<file path="src/rtl/output_module.sv">
// output_module: CPU-side output block with four handshaked output ports.
// Each port latches a CPU write, raises strobe until the peripheral acks or
// a per-port timeout expires. Optional completion interrupt is enabled with
// the OUT_IRQ_EN macro; without it irq is tied low and no irq logic exists.
module output_module #(
  parameter int WIDTH   = 8,
  parameter int TIMEOUT = 255,
  parameter int TW      = 8
) (
  input  logic             clk,
  input  logic             reset,
  input  logic             we,
  input  logic [1:0]       sel_port,
  input  logic [WIDTH-1:0] data_in,
  input  logic [3:0]       ack,
  input  logic             err_clr,
  output logic [WIDTH-1:0] out_p0,
  output logic [WIDTH-1:0] out_p1,
  output logic [WIDTH-1:0] out_p2,
  output logic [WIDTH-1:0] out_p3,
  output logic [3:0]       strobe,
  output logic             busy,
  output logic [3:0]       err,
  output logic             irq
);

  typedef enum logic {
    IDLE = 1'b0,
    PEND = 1'b1
  } state_t;

  // Counter value on the last PEND cycle before a forced release.
  localparam logic [TW-1:0] CNT_LAST = TW'(TIMEOUT - 1);

  state_t           state     [4];
  state_t           state_nxt [4];
  logic [TW-1:0]    cnt       [4];
  logic [WIDTH-1:0] data_q    [4];

  logic [3:0] accept;    // write accepted into an IDLE port
  logic [3:0] ack_exit;  // PEND left because of ack
  logic [3:0] to_exit;   // PEND left because of timeout

  // Next-state and per-port event decode for all four port FSMs.
  always_comb begin
    // NOTE: every signal driven here gets a default first so no latch is inferred.
    accept   = '0;
    ack_exit = '0;
    to_exit  = '0;
    for (int i = 0; i < 4; i++) begin
      state_nxt[i] = state[i];
      case (state[i])
        IDLE: begin
          if (we && (sel_port == i[1:0])) begin
            accept[i]    = 1'b1;
            state_nxt[i] = PEND;
          end
        end
        PEND: begin
          if (ack[i]) begin
            ack_exit[i]  = 1'b1;
            state_nxt[i] = IDLE;
          end else if (cnt[i] == CNT_LAST) begin
            to_exit[i]   = 1'b1;
            state_nxt[i] = IDLE;
          end
        end
        default: state_nxt[i] = IDLE;
      endcase
    end
  end

  // Port state registers; reset discards any pending transfer.
  always_ff @(posedge clk or negedge reset) begin
    if (!reset) begin
      for (int i = 0; i < 4; i++) state[i] <= IDLE;
    end else begin
      // NOTE: sequential state uses non-blocking assignments so every register samples pre-edge values.
      for (int i = 0; i < 4; i++) state[i] <= state_nxt[i];
    end
  end

  // Port data registers and timeout counters.
  always_ff @(posedge clk or negedge reset) begin
    if (!reset) begin
      // NOTE: the small data register file is reset on purpose; outputs must read 0 after reset.
      for (int i = 0; i < 4; i++) begin
        data_q[i] <= '0;
        cnt[i]    <= '0;
      end
    end else begin
      for (int i = 0; i < 4; i++) begin
        if (accept[i]) begin
          data_q[i] <= data_in;
          cnt[i]    <= '0;
        end else if (state[i] == PEND && cnt[i] != CNT_LAST) begin
          cnt[i] <= cnt[i] + 1'b1;
        end
      end
    end
  end

  // Sticky timeout flags; a timeout on the clearing edge still sets its bit.
  always_ff @(posedge clk or negedge reset) begin
    if (!reset) begin
      err <= '0;
    end else begin
      err <= (err_clr ? 4'b0000 : err) | to_exit;
    end
  end

`ifdef OUT_IRQ_EN
  // One-cycle completion pulse after any ack-terminated transfer.
  always_ff @(posedge clk or negedge reset) begin
    if (!reset) begin
      irq <= 1'b0;
    end else begin
      irq <= |ack_exit;
    end
  end
`else
  assign irq = 1'b0;
`endif

  // Output mapping.
  always_comb begin
    for (int i = 0; i < 4; i++) strobe[i] = (state[i] == PEND);
    busy = (state[sel_port] == PEND);
  end

  assign out_p0 = data_q[0];
  assign out_p1 = data_q[1];
  assign out_p2 = data_q[2];
  assign out_p3 = data_q[3];

endmodule

</file>
<file path="config.mk">
export PLATFORM = sky130hd
export DESIGN_NAME = output_module
export DESIGN_NICKNAME = d
export VERILOG_FILES = /design/src/rtl/output_module.sv
export SDC_FILE = /design/constraint.sdc
export NUM_CORES = 1
export LEC_CHECK = 0
export CAP_MARGIN = 20
export CORE_ASPECT_RATIO = 0.6
export CORE_MARGIN = 2
export CORE_UTILIZATION = 40
export CTS_BUF_LIST = sky130_fd_sc_hd__clkbuf_8
export CTS_CLUSTER_SIZE = 20
export DETAILED_ROUTE_END_ITERATION = 7
export HOLD_SLACK_MARGIN = 0.1
export PLACE_DENSITY = 0.72
export SYNTH_ARGS = -nofsm -noshare
export SYNTH_HDL_FRONTEND = slang
export SYNTH_SLANG_ARGS = --single-unit
</file>
<file path="constraint.sdc">
create_clock -name clk -period 3 [get_ports clk]
set_input_delay 0.75 -clock clk [delete_from_list [all_inputs] [get_ports clk]]
set_output_delay 0.75 -clock clk [all_outputs]
set_load 0.02 [all_outputs]
</file>
### Yosys cells after proc, flatten, opt, wreduce, memory -nomap -nowiden

Index checks and enable logic that the tools add are counted.

| cells by class | value |
|---|---|
| $add $sub $neg | 4 |
| magnitude comparators | 1 |
| equality and inequality tests | 11 |
| multiplexer cells | 44 |
| bitwise logic cells | 6 |
| reductions and logical operators | 13 |

Operators by type and width:

| kind | count |
|---|---|
| 2-to-1 mux 8 bit | 8 |
| adder 8 x 1 -> 8 bit (second input constant) | 4 |
| equality test 8 bit (second input constant) | 4 |
| inequality test 8 bit (second input constant) | 4 |
| 2-to-1 mux 1 bit | 30 |
| logical AND 1 bit | 8 |
| one-hot mux 1 bit (2 select lines) | 4 |
| nonzero test 2 bit | 4 |
| equality test 2 bit (second input constant) | 2 |
| 2-to-1 mux 4 bit | 1 |
| inverter 1 bit | 4 |
| bitwise OR 4 bit | 1 |
| greater-or-equal comparator 3 bit (second input constant) | 1 |
| inverter 2 -> 3 bit | 1 |
| binary-select mux 1 bit (select 2 bit) | 1 |
| equality test 2 x 1 -> 1 bit (second input constant) | 1 |
| zero test 2 bit | 1 |

| word-level totals | value |
|---|---|
| register bits | 72 |
| bits of input ports | 18 |
| word-level logic and storage cells | 92 |

### Depth between registers and ports, before layout

| logic depth | value |
|---|---|
| depth after elaboration | 5 |
| mapped depth | 6 |
| depth with buffers taken out | 6 |

### Least setup slack after synthesis

Ideal clock, no wire load.

| path | value |
|---|---|
| kind | input to output |
| from | input port sel_port[0] |
| to | output port busy |
| data arrival time | 1,296 ps |
| required time | 2,250 ps |
| setup slack | 954 ps |
| stages on the path | 1 |
| path through | mux4_2 |

| on the way | value |
|---|---|
| cells in the longest elaborated chain, start to end | 4 |

Ends and longest elaborated chain:

| what | line | text |
|---|---|---|
| from (decl) | 13 | `input logic [1:0] sel_port,` |
| inverter 2 -> 3 bit (not written as such) | 128 | `busy = (state[sel_port] == PEND);` |
| binary-select mux 1 bit (select 2 bit) | 128 |  |
| 2-to-1 mux 1 bit (not written as such) (2 in series) | 128 |  |
| to (decl) | 22 | `output logic busy,` |

No other way between the ends. The select of a mux whose other input is x is not followed.

### Worst setup path in the final report

Same ends and word-level chain as after synthesis.

==> results.md <==
- 0 — Warnings, synthesis
- nand2_1 — most used standard cell by instance count after synthesis
- 0.00888 ns — Clock Skew
- 511 — final std cells w/o fill
- 0.00893 mm² — DIE AREA
- 0 — number of antenna violations at the first check in global routing
- 3.28 mm — total met2 wirelength after detailed routing
- 1.32 ns — setup slack of the worst register-to-register path
- 58 — Port-buffer cells
- 1970 µW — internal power component
- cnt[15] — endpoint of the worst-slack reg-to-reg timing path
- 2 — number of buffers on the longest clock path
- 637 µm — Met3 Wirelength
- 2.25 ns — data required time of the critical path
- 330 — Synth Instances
- 100% — FFs w/ async S/R, synth
- 0.50 ns — slowest cell delay on critical path
- 1 — cts repair resizes
- 25 — Cell Rows
- 0 — DRC violations left
- 2,605 — total via count after detailed routing
- 31.4% — switching part of the total power
- 60 — Boundary Pins
- 2 — biggest fanout along the worst timing path
- 424 — net total in the final layout
- met4 — max layer used
- 0.36 ns — clock insertion delay at the later pin of the skew report
- 0 — number of max-slew violations in the final report
- 680 mW/mm² — Pwr Density
- -0.0398 ns — worst slack at placement
- 2.08 ns — Worst Path Arrival
- dfrtp_1 (55%), nand2_1 (12%), mux2i_1 (4.0%), ha_1 (3.1%), mux2_2 (2.8%) — top cells by area, synth
- 495 — total instance count after detailed placement
- 121 µm — Die Width
- 0 — hold-fix buffers at CTS
- 53.7% — post-layout util
- 0.174 ns — final worst setup slack
- clkbuf_8 — cell at the root of the clock tree
- 18.8% — combined global-route utilization of all metal layers
- yes — TritonCTS clock tree
- 55.2% — Yosys top cell area share
- 0.00423 mm² — post-route cell area
- dfrtp_1 — commonest register cell after synthesis
- 8.93% — layout cell share with drive strength beyond 1
- input pin to primary output — critical path type
- primary output — element type at the critical path end
- 0.354 GHz — maximum frequency from static timing analysis
- 0 — number of hold violations in the final report
- 0.00788 mm² — core footprint
- 24.7% — combinational cell fraction of total power
- 29.5% — Area growth, synth to finish
- nand2_1 (101), dfrtp_1 (72), mux2i_1 (13), nand3_1 (13) — leading post-synthesis cells by instance count
- 2.83 ns — clock period minus worst slack
- 901 µW — P_sw
- clkdlybuf4s50_1 — worst-path cell with the longest stage delay
- 163 — 1st-iter DRT viols
- 356 — synthesized net count
- no — unrepaired setup endpoints after global routing
- 3.72 mm — M1 WL
- 46 — number of distinct library cells after synthesis
- 0 — Post-synth EDFFs
- 0.540 ns — actual transition at the worst max-transition pin
- 4 — Worst Reg2Reg Path Length in Cells
- 0 — diodes inserted
- 0.00327 mm² — cell area after synthesis
- 41.4% — initial core utilization
- 0.08 ns — Clk pin slew, worst setup/hold paths
- 5 — router iterations before antenna repair
- 15.1 µm — average wire per standard cell
- 9.90 µm² — synthesized area per cell
- 94.2% — Final Cycle Share
- 2,554 — number of global-route vias before repair
- 0 — setup-violating endpoint count in the final report
- 0.818 — routability congestion estimate from global placement
- 9 — total CTS buffers
- 5.34 mm — Detailed Place HPWL
- 0.00402 mm² — placed inst area
- 7.74 mm — total length of routed wires
- 55.2% — register area share after synthesis
- sel_port[0] — Setup crit start
- 72 — number of sinks handled by clock tree synthesis
- 12.7 mm — first-pass GRT wire length
- 3 — htree depth
- finished, final reports clean — outcome
- 0 — post-CTS setup buffer count
- 0 — max cap viols
- input pin to asynchronous set/reset pin — class of the tightest hold or removal check
- 0.00201 µW — Leakage Power
- 0.402 mV — worst vdd ir
- 752 — number of fillers in the final layout
- input pin — startpoint types
- 72 — #FFs+latches synth
- 74 µm — die outline height
- 46.1% — sequential share of power
- 73 — largest net degree at the start of global routing
- cnt[10] — RR Startpoint
- dfrtp_1 — cell type contributing the most total cell area after synthesis
- 0 — total overflow reported by the global router
- 64.0% — Slew headroom
- 29.2% — fraction of power consumed by the clock network
- 0 — antenna-violating nets left
- 5.10 — via density per instance
- clkdlybuf4s50_1 -> mux4_2 -> dlygate4sd2_1 — worst path cell trace
flip-flops by register name, indices dropped and copies added, names as in the netlist:
name	count
out_p3	8
err	4
out_p1	8
out_p2	8
out_p0	8
cnt	32
strobe	4
per-layer routing:
metal,track usage (%),vias to the layer above
met5,0,-
met4,6.85,0
met3,7.98,10
met2,27.6,74
met1,25.2,1253
li1,-,1268
cell families (layout without fill, tap and decap cells):
family	Yosys count	after routing	synth area share, %
mux	22	22	7.43
fa+ha+maj	8	8	3.06
xor+xnor	4	4	1.07
buf+inv	21	94	2.53
flops	72	72	55.2
other cells	1	1	0.115
compound gates	38	38	7.43
simple gates	164	164	23.2
area by class of cell:
cell class | instances | area, µm² | share of cell area (%)
Sequential cell | 72 | 1800 | 42.6
Multi-Input combinational cell | 237 | 1380 | 32.7
Clock inverter | 6 | 76.3 | 1.80
Timing Repair Buffer | 67 | 654 | 15.5
Tap cell | 108 | 135 | 3.20
Inverter | 11 | 41.3 | 0.976
Clock buffer | 10 | 138 | 3.25
worst max-delay path by stage:
stage / slack, ns / end
2_1_floorplan: 0.95 / busy
5_1_grt: 0.16 / busy
4_1_cts: 0.17 / busy
3_3_place_gp: -0.05 / busy
3_5_place_dp: -0.04 / busy
6_report: 0.17 / busy
worst max-delay path, delay by kind of cell:
kind | cells | cell delay [ns]
mux | 1 | 0.49
buf+inv | 2 | 0.83
power by group through the flow:
| stage | clock network, µW | registers [µW] | logic, µW |
|---|---|---|---|
| floorplan | 0 | 1420 | 271 |
| global placement | 0 | 1330 | 696 |
| detailed placement | 0 | 1340 | 720 |
| CTS | 859 | 1320 | 720 |
| global route | 913 | 1360 | 788 |
| finish | 839 | 1320 | 711 |
metrics by stage:
step                hold slack [ns]  power [µW]  setup TNS [ns]
floorplan                     0.445        1690               0
global placement              0.457        2030         -0.0496
detailed placement            0.462        2060         -0.0398
CTS                           0.418        2900               0
global route                  0.443        3060               0
finish                        0.401        2870               0
placed cells by master (no fill, tap or decap), types with 3 or more instances in the layout:
master	n
buf_4	8
clkdlybuf4s50_1	56
inv_1	14
nand2_1	101
a21oi_1	4
clkbuf_8	10
o211ai_1	4
nand4_1	5
nor3_1	5
dfrtp_1	72
mux2_2	8
a31oi_1	6
ha_1	8
nor2_1	9
and3_1	8
mux2i_1	13
nand2b_1	3
o21ai_0	11
nand3_1	13
Note: power is estimated with default switching activity, not from simulation.
